**config.mk**
```make
export PLATFORM = sky130hd
export DESIGN_NAME = spi_frame_receiver_flat
export DESIGN_NICKNAME = d
export VERILOG_FILES = /design/src/rtl/hub75_pkg.sv /design/src/rtl/spi_frame_receiver_if.sv /design/src/rtl/sync_edge.sv /design/src/rtl/spi_frame_receiver.sv /design/src/flat_wrapper.sv
export SDC_FILE = /design/constraint.sdc
export NUM_CORES = 1
export LEC_CHECK = 0
export BUFFER_PORTS_ARGS = -buffer_cell sky130_fd_sc_hd__clkbuf_2
export CAP_MARGIN = 20
export CORE_UTILIZATION = 50
export DETAILED_ROUTE_END_ITERATION = 8
export PLACE_DENSITY = 0.69
export SETUP_SLACK_MARGIN = 0.4
export SLEW_MARGIN = 20
export SYNTH_ARGS = -nofsm -noshare
export SYNTH_HDL_FRONTEND = slang
export SYNTH_SLANG_ARGS = --single-unit
```
**constraint.sdc**
```tcl
create_clock -name clk -period 2 [get_ports clk]
set_input_delay 0.4 -clock clk [delete_from_list [all_inputs] [get_ports clk]]
set_output_delay 0.4 -clock clk [all_outputs]
set_load 0.05 [all_outputs]
```
**src/rtl/hub75_pkg.sv**
```systemverilog
// Shared constants and types for the HUB75 panel path.
// Panel geometry, default pixel-word format and the SPI frame receiver state encoding.
// Ports: none (package).
package hub75_pkg;

  // Panel geometry
  localparam int PANEL_COLUMNS        = 64;
  localparam int PANEL_ROWS           = 32;
  localparam int PIXELS_PER_FRAME_DEF = PANEL_COLUMNS * PANEL_ROWS;

  // Pixel word: 4 bits each of R, G, B and a spare nibble
  localparam int BITS_PER_PIXEL_DEF   = 16;

  // Pixel index width; one extra bit on the RAM address selects the buffer half
  localparam int ADDR_WIDTH_DEF       = 11;

  // Frame receiver states
  typedef enum logic [1:0] {
    IDLE    = 2'd0,
    ACTIVE  = 2'd1,
    DISCARD = 2'd2
  } rx_state_t;

  // Width of a counter that must hold the value n itself
  function automatic int count_width(input int n);
    return $clog2(n + 1);
  endfunction

endpackage

```
**src/rtl/spi_frame_receiver_if.sv**
```systemverilog
// SPI-in / pixel-RAM-write-out bundle of the frame receiver.
// master: the SPI host side (drives spi_*, observes the write port and frame status).
// slave:  the receiver (samples spi_*, drives wr_*, disp_buf, frame_done, frame_err).
interface spi_frame_receiver_if #(
  parameter int BITS_PER_PIXEL = hub75_pkg::BITS_PER_PIXEL_DEF,
  parameter int ADDR_WIDTH     = hub75_pkg::ADDR_WIDTH_DEF
);

  // SPI side, asynchronous to the system clock
  logic                      spi_clk;
  logic                      spi_mosi;
  logic                      spi_ss;

  // Pixel RAM write port: {write buffer bit, pixel index}
  logic                      wr_en;
  logic [ADDR_WIDTH:0]       wr_addr;
  logic [BITS_PER_PIXEL-1:0] wr_data;

  // Frame status
  logic                      disp_buf;
  logic                      frame_done;
  logic                      frame_err;

  modport master (
    output spi_clk, spi_mosi, spi_ss,
    input  wr_en, wr_addr, wr_data, disp_buf, frame_done, frame_err
  );

  modport slave (
    input  spi_clk, spi_mosi, spi_ss,
    output wr_en, wr_addr, wr_data, disp_buf, frame_done, frame_err
  );

endinterface

```
**src/rtl/sync_edge.sv**
```systemverilog
// 2-FF synchroniser plus history flop; gives the synchronised level and single-cycle rise/fall.
// Latency: a change present before clk edge N shows on level/rise/fall after edge N+1.
// Backpressure: none, free-running.
// Ports: clk, n_reset (sync, active low), din (async in), level, rise, fall.
module sync_edge #(
  parameter logic RESET_VAL = 1'b0
) (
  input  logic clk,
  input  logic n_reset,
  input  logic din,
  output logic level,
  output logic rise,
  output logic fall
);

  logic meta;
  logic sync;
  logic hist;

  always_ff @(posedge clk) begin
    if (!n_reset) begin
      meta <= RESET_VAL;
      sync <= RESET_VAL;
      hist <= RESET_VAL;
    end else begin
      meta <= din;
      sync <= meta;
      hist <= sync;
    end
  end

  assign level = sync;
  assign rise  = sync & ~hist;
  assign fall  = ~sync & hist;

endmodule

```
**src/rtl/spi_frame_receiver.sv**
```systemverilog
// SPI (mode 0, MSB first, ss active low) pixel-frame receiver writing into a double-buffered RAM.
// Latency: wr_en is visible after clk edge N+3 when the last bit's spi_clk rise precedes edge N.
// Backpressure: none; the RAM accepts every strobe, spi_clk must be <= clk/4.
// Ports: clk, n_reset (sync, active low), bus (spi_frame_receiver_if.slave).
module spi_frame_receiver
  import hub75_pkg::*;
#(
  parameter int BITS_PER_PIXEL   = BITS_PER_PIXEL_DEF,
  parameter int PIXELS_PER_FRAME = PIXELS_PER_FRAME_DEF,
  parameter int ADDR_WIDTH       = ADDR_WIDTH_DEF
) (
  input  logic                  clk,
  input  logic                  n_reset,
  spi_frame_receiver_if.slave   bus
);

  localparam int CNT_W = count_width(BITS_PER_PIXEL);
  localparam int PIX_W = ADDR_WIDTH + 1;

  localparam logic [CNT_W-1:0] BIT_FULL = CNT_W'(BITS_PER_PIXEL);
  localparam logic [PIX_W-1:0] PIX_FULL = PIX_W'(PIXELS_PER_FRAME);

  // ---------------------------------------------------------------------------
  // Input conditioning: equal-depth synchronisers keep MOSI aligned with the
  // detected spi_clk edge.
  // ---------------------------------------------------------------------------
  logic sclk_rise;
  logic sclk_level_unused;
  logic sclk_fall_unused;
  logic mosi_level;
  logic mosi_rise_unused;
  logic mosi_fall_unused;
  logic ss_rise;
  logic ss_fall;
  logic ss_level_unused;

  sync_edge #(.RESET_VAL(1'b0)) u_sync_sclk (
    .clk     (clk),
    .n_reset (n_reset),
    .din     (bus.spi_clk),
    .level   (sclk_level_unused),
    .rise    (sclk_rise),
    .fall    (sclk_fall_unused)
  );

  sync_edge #(.RESET_VAL(1'b0)) u_sync_mosi (
    .clk     (clk),
    .n_reset (n_reset),
    .din     (bus.spi_mosi),
    .level   (mosi_level),
    .rise    (mosi_rise_unused),
    .fall    (mosi_fall_unused)
  );

  // ss resets to the asserted (low) level: if ss is already low when reset
  // releases no falling edge is seen, so a frame only starts after ss has
  // gone high and low again. A release with ss high yields a rise that IDLE
  // ignores.
  sync_edge #(.RESET_VAL(1'b0)) u_sync_ss (
    .clk     (clk),
    .n_reset (n_reset),
    .din     (bus.spi_ss),
    .level   (ss_level_unused),
    .rise    (ss_rise),
    .fall    (ss_fall)
  );

  // ---------------------------------------------------------------------------
  // Frame state machine
  // ---------------------------------------------------------------------------
  rx_state_t                 state;
  logic [CNT_W-1:0]          bit_cnt;
  logic [PIX_W-1:0]          pix_idx;
  logic [BITS_PER_PIXEL-1:0] shift_reg;

  logic                      wr_en_q;
  logic [ADDR_WIDTH:0]       wr_addr_q;
  logic [BITS_PER_PIXEL-1:0] wr_data_q;
  logic                      disp_buf_q;
  logic                      frame_done_q;
  logic                      frame_err_q;

  always_ff @(posedge clk) begin
    if (!n_reset) begin
      state        <= IDLE;
      bit_cnt      <= '0;
      pix_idx      <= '0;
      shift_reg    <= '0;
      wr_en_q      <= 1'b0;
      wr_addr_q    <= '0;
      wr_data_q    <= '0;
      disp_buf_q   <= 1'b0;
      frame_done_q <= 1'b0;
      frame_err_q  <= 1'b0;
    end else begin
      // Strobes last one cycle; address and data hold between strobes.
      wr_en_q      <= 1'b0;
      frame_done_q <= 1'b0;
      frame_err_q  <= 1'b0;

      case (state)
        IDLE: begin
          if (ss_fall) begin
            bit_cnt <= '0;
            pix_idx <= '0;
            state   <= ACTIVE;
          end
        end

        ACTIVE: begin
          if (ss_rise) begin
            // ss rise takes priority over a coincident spi_clk rise; that bit
            // is dropped.
            if (pix_idx == PIX_FULL && bit_cnt == '0) begin
              disp_buf_q   <= ~disp_buf_q;
              frame_done_q <= 1'b1;
            end else begin
              frame_err_q  <= 1'b1;
            end
            state <= IDLE;
          end else if (bit_cnt == BIT_FULL) begin
            // Word completed on the previous cycle's shift; commit it now.
            bit_cnt <= '0;
            if (pix_idx == PIX_FULL) begin
              // One word too many: the frame can no longer be accepted.
              state <= DISCARD;
            end else begin
              wr_en_q   <= 1'b1;
              wr_data_q <= shift_reg;
              wr_addr_q <= {~disp_buf_q, pix_idx[ADDR_WIDTH-1:0]};
              pix_idx   <= pix_idx + 1'b1;
            end
          end else if (sclk_rise) begin
            shift_reg <= {shift_reg[BITS_PER_PIXEL-2:0], mosi_level};
            bit_cnt   <= bit_cnt + 1'b1;
          end
        end

        DISCARD: begin
          if (ss_rise) begin
            frame_err_q <= 1'b1;
            state       <= IDLE;
          end
        end

        default: state <= IDLE;
      endcase
    end
  end

  assign bus.wr_en      = wr_en_q;
  assign bus.wr_addr    = wr_addr_q;
  assign bus.wr_data    = wr_data_q;
  assign bus.disp_buf   = disp_buf_q;
  assign bus.frame_done = frame_done_q;
  assign bus.frame_err  = frame_err_q;

endmodule
```
**src/flat_wrapper.sv**
```systemverilog
// flat-port wrapper written by rule: the top's interface ports become plain ports
module spi_frame_receiver_flat import hub75_pkg::*;
#(
  parameter int BITS_PER_PIXEL   = BITS_PER_PIXEL_DEF,
  parameter int PIXELS_PER_FRAME = PIXELS_PER_FRAME_DEF,
  parameter int ADDR_WIDTH       = ADDR_WIDTH_DEF
)
  (clk, n_reset, bus_spi_clk, bus_spi_mosi, bus_spi_ss, bus_wr_en, bus_wr_addr, bus_wr_data, bus_disp_buf, bus_frame_done, bus_frame_err);
  spi_frame_receiver_if #(.BITS_PER_PIXEL(BITS_PER_PIXEL), .ADDR_WIDTH(ADDR_WIDTH)) bus_i ();
  input  logic clk;
  input  logic n_reset;
  input wire logic [$bits(bus_i.spi_clk)-1:0] bus_spi_clk;
  input wire logic [$bits(bus_i.spi_mosi)-1:0] bus_spi_mosi;
  input wire logic [$bits(bus_i.spi_ss)-1:0] bus_spi_ss;
  output wire logic [$bits(bus_i.wr_en)-1:0] bus_wr_en;
  output wire logic [$bits(bus_i.wr_addr)-1:0] bus_wr_addr;
  output wire logic [$bits(bus_i.wr_data)-1:0] bus_wr_data;
  output wire logic [$bits(bus_i.disp_buf)-1:0] bus_disp_buf;
  output wire logic [$bits(bus_i.frame_done)-1:0] bus_frame_done;
  output wire logic [$bits(bus_i.frame_err)-1:0] bus_frame_err;
  assign bus_i.spi_clk = bus_spi_clk;
  assign bus_i.spi_mosi = bus_spi_mosi;
  assign bus_i.spi_ss = bus_spi_ss;
  assign bus_wr_en = bus_i.wr_en;
  assign bus_wr_addr = bus_i.wr_addr;
  assign bus_wr_data = bus_i.wr_data;
  assign bus_disp_buf = bus_i.disp_buf;
  assign bus_frame_done = bus_i.frame_done;
  assign bus_frame_err = bus_i.frame_err;
  spi_frame_receiver #(.BITS_PER_PIXEL(BITS_PER_PIXEL), .PIXELS_PER_FRAME(PIXELS_PER_FRAME), .ADDR_WIDTH(ADDR_WIDTH)) u_core (.clk(clk), .n_reset(n_reset), .bus(bus_i));
endmodule
```
======== Word-level counts from Yosys, hierarchy flattened ========
Cells that the tools add are included.
storage, ports and cells
  flip-flop bits (word level) ............. 75
  input port bits ......................... 5
cells by class
  equal/unequal tests ..................... 12
  multiplexer cells ....................... 22
  add/sub/neg operators ................... 2
  bitwise logic cells ..................... 12
  reduce and logical (&&, ||, !) cells .... 12
operator list
  operator                                                          number
  12-bit two-way mux                                                4
  12-bit case mux with 2 select lines                               1
  5-bit two-way mux                                                 4
  4-bit AND reduction                                               4
  12-bit by 1-bit adder with 12-bit output (second input constant)  1
  12-bit == test (second input constant)                            1
  2-bit two-way mux                                                 5
  5-bit case mux with 2 select lines                                1
  3-bit by 1-bit != test with 1-bit output (second input constant)  3
  1-bit NOT                                                         9
  2-bit by 1-bit != test with 1-bit output (second input constant)  3
  2-bit case mux with 3 select lines                                1
  3-bit AND reduction                                               2
  5-bit by 1-bit adder with 5-bit output (second input constant)    1
  5-bit == test (second input constant)                             1
  5-bit zero test                                                   1
  1-bit two-way mux                                                 5
  5-bit AND reduction                                               1
  2-bit != test (second input constant)                             2
  4-bit OR reduction                                                1
  1-bit AND                                                         3
  2-bit by 1-bit == test with 1-bit output (second input constant)  1
  2-bit == test (second input constant)                             1
  2-bit zero test                                                   1
  other kinds (3)                                                   3

======== Longest topological paths before layout ========
  depth after elaboration ................. 6
  mapped depth ............................ 9

======== Cells and area by module ========
From an unflattened synthesis, not the netlist that was laid out.
second synthesis, totals
  cell total of the unflattened synthesis .. 359
  area total of the unflattened synthesis .. 3343.2 um^2
modules (own cells, without submodules)
  module              sequential area each (um^2)  cells an instance  instances  area an instance (um^2)
  spi_frame_receiver  1341.3                       335                1          3069.2
  sync_edge           60.1                         8                  3          91.3

======== Least setup slack after synthesis ========
No wires, ideal clock.
  path kind ............................... reg2reg
  start ................................... reg u_core.state[0]
  end ..................................... reg u_core.pix_idx[6]
  slack ................................... 338 ps
  arrival ................................. 1537 ps
  library setup time ...................... 126 ps
  stages on the path, launching flop included .. 9
  period minus slack after synthesis ...... 1662 ps
  data required time ...................... 1874 ps
  cells stage by stage .................... dfxtp_1 > inv_1 > ha_1 > nand2b_1 > o21ai_0 > o211ai_2 > buf_6 > o211ai_1 > o41ai_1
between the ends
  cells in the longest elaborated chain, start to end .. 3
RTL lines
  item                                                                         RTL line                   RTL
  start, declared                                                              spi_frame_receiver.sv:71   rx_state_t state;
  start signal, assigned                                                       spi_frame_receiver.sv:85   state <= IDLE;
  start signal, assigned                                                       spi_frame_receiver.sv:106  state <= ACTIVE;
  start signal, assigned                                                       spi_frame_receiver.sv:120  state <= IDLE;
  2-bit by 1-bit == test with 1-bit output or 2-bit zero test (tied branches)  spi_frame_receiver.sv:101  case (state)
  2-bit != test (no line) (tied with other cells)                              n/a
  5-bit AND reduction (no line)                                                n/a
  end signal, assigned                                                         spi_frame_receiver.sv:131  pix_idx <= pix_idx + 1'b1;
  end, declared                                                                spi_frame_receiver.sv:73   logic [PIX_W-1:0] pix_idx;
Parallel ways exist; a longest one is shown, timed or not.
A chain may end at the register's enable or synchronous reset.

======== Worst setup path after layout ========
  start ................................... reg u_core.pix_idx[2]
  end ..................................... reg u_core.wr_addr_q[0] (netlist: u_core.bus.wr_addr[0])
between the ends
  cells in the longest elaborated chain, start to end .. 3
RTL lines
  item                           RTL line                   RTL
  12-bit == test                 spi_frame_receiver.sv:124  if (pix_idx == PIX_FULL) begin
  1-bit NOT (no line)            n/a
  4-bit AND reduction (no line)  n/a
  end signal, assigned           spi_frame_receiver.sv:130  wr_addr_q <= {~disp_buf_q, pix_idx[ADDR_WIDTH-1:0]};
  end, declared                  spi_frame_receiver.sv:77   logic [ADDR_WIDTH:0] wr_addr_q;
No other way between the ends.

==> results.md <==
* Status: complete, no violations
* Distinct cell type count after synthesis at 49
* Core area at 6060 sq um
* FF-to-FF path depth at 7
* Final worst setup slack at 0.289 ns
* Leakage at 1.82 nW
* Required time of the critical path at 2.23 ns
* Synth Flop Type: dfxtp_1
* Setup TNS at 0 ns
* Global route overflow at 0
* Min-Delay Path Class: in2reg
* Slowest cell on crit path: dfxtp_4
* YS warnings at 0
* Final GP Congestion at 0.847
* Tcrit/Tclk final at 85.6%
* Detailed Route Iter0 Violations at 158
* Max incr delay on CP at 0.37 ns
* Routed vias/inst at 5.46
* Post-route minimum period at 1.71 ns
* Height of the die at 82.3 um
* Critical Path End Type: flip-flop
* Slew margin rel. at 76.6%
* Layout area overhead at 33.9%
* Worst-path clk slew at 0.08 ns
* Multi-input logic area at 1810 sq um
* Via count at 2804
* Num CTS Buffers at 9
* Post-Route WL at 7.88 mm
* Layout cells sized above 1 at 33.5%
* Longest Clk Path Bufs at 2
* Setup violators final at 0
* WP data arrival at 1.94 ns
* Worst-margin pin slew at 0.349 ns
* Max cap viols at 0
* Worst-Skew Late Latency at 0.35 ns
* ANT nets after route at 0
* # IOs at 37
* Syn_nets at 370
* CTS hold repair buffers at 0
* IO buf count at 36
* Die area at 6780 sq um
* Hold Path Depth at 2
* TritonCTS Sinks at 75
* Clk_skew at 0.0128 ns
* # rows at 28
* Setup CP Type: reg2reg
* Worst VDD drop at 0.000587 V
* Max Fclk at 0.584 GHz
* First-pass GRT wire length at 12.0 mm
* Total global-route track usage at 23.6%
* Post-synth EDFFs at 0
* Dpl cell area at 3530 sq um
* Tot Pwr at 2.83 mW
* Slew Limit Fails at 0
* RSZ-0062 raised after global routing: yes
* Yosys reg bits at 75
* Vias in the first global route at 2567
* Die Width at 82.3 um
* DR pass1 iterations at 4
* Critical path, cell by cell: nor4b_4 > nand4_4 > buf_4 > and3_4 > buf_12 > nand2_1 > a21boi_1
* DP Worst Slack at 0.0956 ns
* CTS tree: built
* Synthesized area at 3230 sq um
* Number of antenna diodes at 0
* Synth Area per Inst at 9.01 sq um
* Non-Filler Instances at 514
* Startpoint Class: flip-flop
* Dpl hpwl at 4.27 mm
* Initial Util at 53.2%
* Fin area at 4320 sq um
* H-tree depth at 3
* Worst Path Max Fanout at 14
* Syn Inst Count at 358
* Fillers at 470
* Initial antenna violation count at 0
* Ys async rst share at 0%
* Placed insts at 465
* Sequential-to-total area share from yosys stat at 46.5%
* Largest net degree at the start of global routing at 47
* PwrDens at 656 nW/um^2
* Final Hold Vio Count at 0
* Nets at 446
* Register area at 1520 sq um
* Remaining DRCs at 0
* CTS root buf: clkbuf_8
* WL/cell at 15.3 um
==> cells in the final DEF, fill, tap and decap left out, types with 4 or more instances in the layout <==
master	count
a21boi_0	9
a21boi_1	20
a21oi_1	8
and2_1	12
and4_1	4
buf_4	31
buf_6	9
clkbuf_2	36
clkbuf_8	10
dfxtp_1	66
dfxtp_2	6
ha_4	4
mux2i_1	18
nand2_1	70
nand2b_1	5
nand3_1	9
nor2_1	11
nor2b_1	18
o211ai_1	4
o21ai_1	10
or3_1	6
==> repair_timing <==
| action | 4_1_cts | 5_1_grt |
|---|---|---|
| buffers inserted | 19 | 11 |
| gates cloned | 1 | 2 |
| endpoints found under the setup margin | 63 | 61 |
| pin swaps | 8 | 16 |
| resized for setup | 55 | 24 |
==> cell families (layout without fill, tap and decap cells) <==
family / count (synthesis) / after routing / synth area share [%]
buffers and inverters: 26 / 107 / 3.84
DFF: 75 / 75 / 46.5
AOI/OAI and AO/OA: 69 / 69 / 15.0
muxes: 18 / 18 / 5.58
adders and majority gates: 7 / 7 / 2.71
and+or+nand+nor: 163 / 163 / 26.3
==> power by group <==
part | switching, mW | internal [mW] | total (mW)
registers | 0.00363 | 1.49 | 1.50
clock network | 0.590 | 0.621 | 1.21
logic | 0.0645 | 0.0581 | 0.123
total | 0.658 | 2.17 | 2.83
==> through the flow <==
step                      hold slack, ns  utilization [%]
after global routing               0.262             71.3
after CTS                          0.257             67.9
after detailed placement           0.417             58.2
after floorplan                    0.412                -
final                              0.264             71.3
after global placement             0.415             58.2
==> cell type report <==
| type | instances | share of cell area (%) |
|---|---|---|
| inverters | 8 | 1.04 |
| multi-input cells | 257 | 41.8 |
| repair buffers | 83 | 15.0 |
| flip-flops and latches | 75 | 35.2 |
| well taps | 75 | 2.17 |
| clock buffers | 10 | 3.19 |
| clock inverters | 6 | 1.65 |
==> metal layers <==
| metal | track usage [%] | vias to the layer above | wire, um |
|---|---|---|---|
| met5 | 0 | - | 0 |
| met3 | 4.95 | 14 | 220 |
| met4 | 10.4 | 0 | 153 |
| met1 | 30.7 | 1347 | 3650 |
| met2 | 37.5 | 60 | 3850 |
| li1 | - | 1383 | - |
==> worst paths after layout <==
kind,start,endpoint,slack [ns]
min,bus_spi_mosi,u_core.u_sync_mosi.meta$_SDFF_PN0_,0.26
max,u_core.pix_idx[2]$_SDFFE_PN0P_,u_core.bus.wr_addr[0]$_SDFFE_PN0P_,0.29
min reg2reg,u_core.u_sync_ss.meta$_SDFF_PN0_,u_core.u_sync_ss.level$_SDFF_PN0_,0.43
max reg2reg,u_core.pix_idx[2]$_SDFFE_PN0P_,u_core.bus.wr_addr[0]$_SDFFE_PN0P_,0.29
==> critical path: cells and delay by family (launching register included) <==
| kind | cells | cell delay, ns |
|---|---|---|
| buf+inv | 2 | 0.35 |
| simple gates | 4 | 0.81 |
| flops | 1 | 0.37 |
| compound gates | 1 | 0.07 |
==> Yosys cell counts, types with 8 or more instances <==
cell type / number / area [sq um]
nand3_1: 10 / 50.1
a21boi_1: 20 / 150
nor2b_1: 19 / 119
inv_1: 8 / 30.0
nor2_1: 12 / 45.0
a21boi_0: 9 / 67.6
mux2i_1: 18 / 180
and2_1: 12 / 75.1
clkbuf_1: 9 / 33.8
nand2_1: 71 / 267
dfxtp_1: 75 / 1500
a21oi_1: 8 / 40.0
Note: power is estimated with default switching activity, not from simulation.
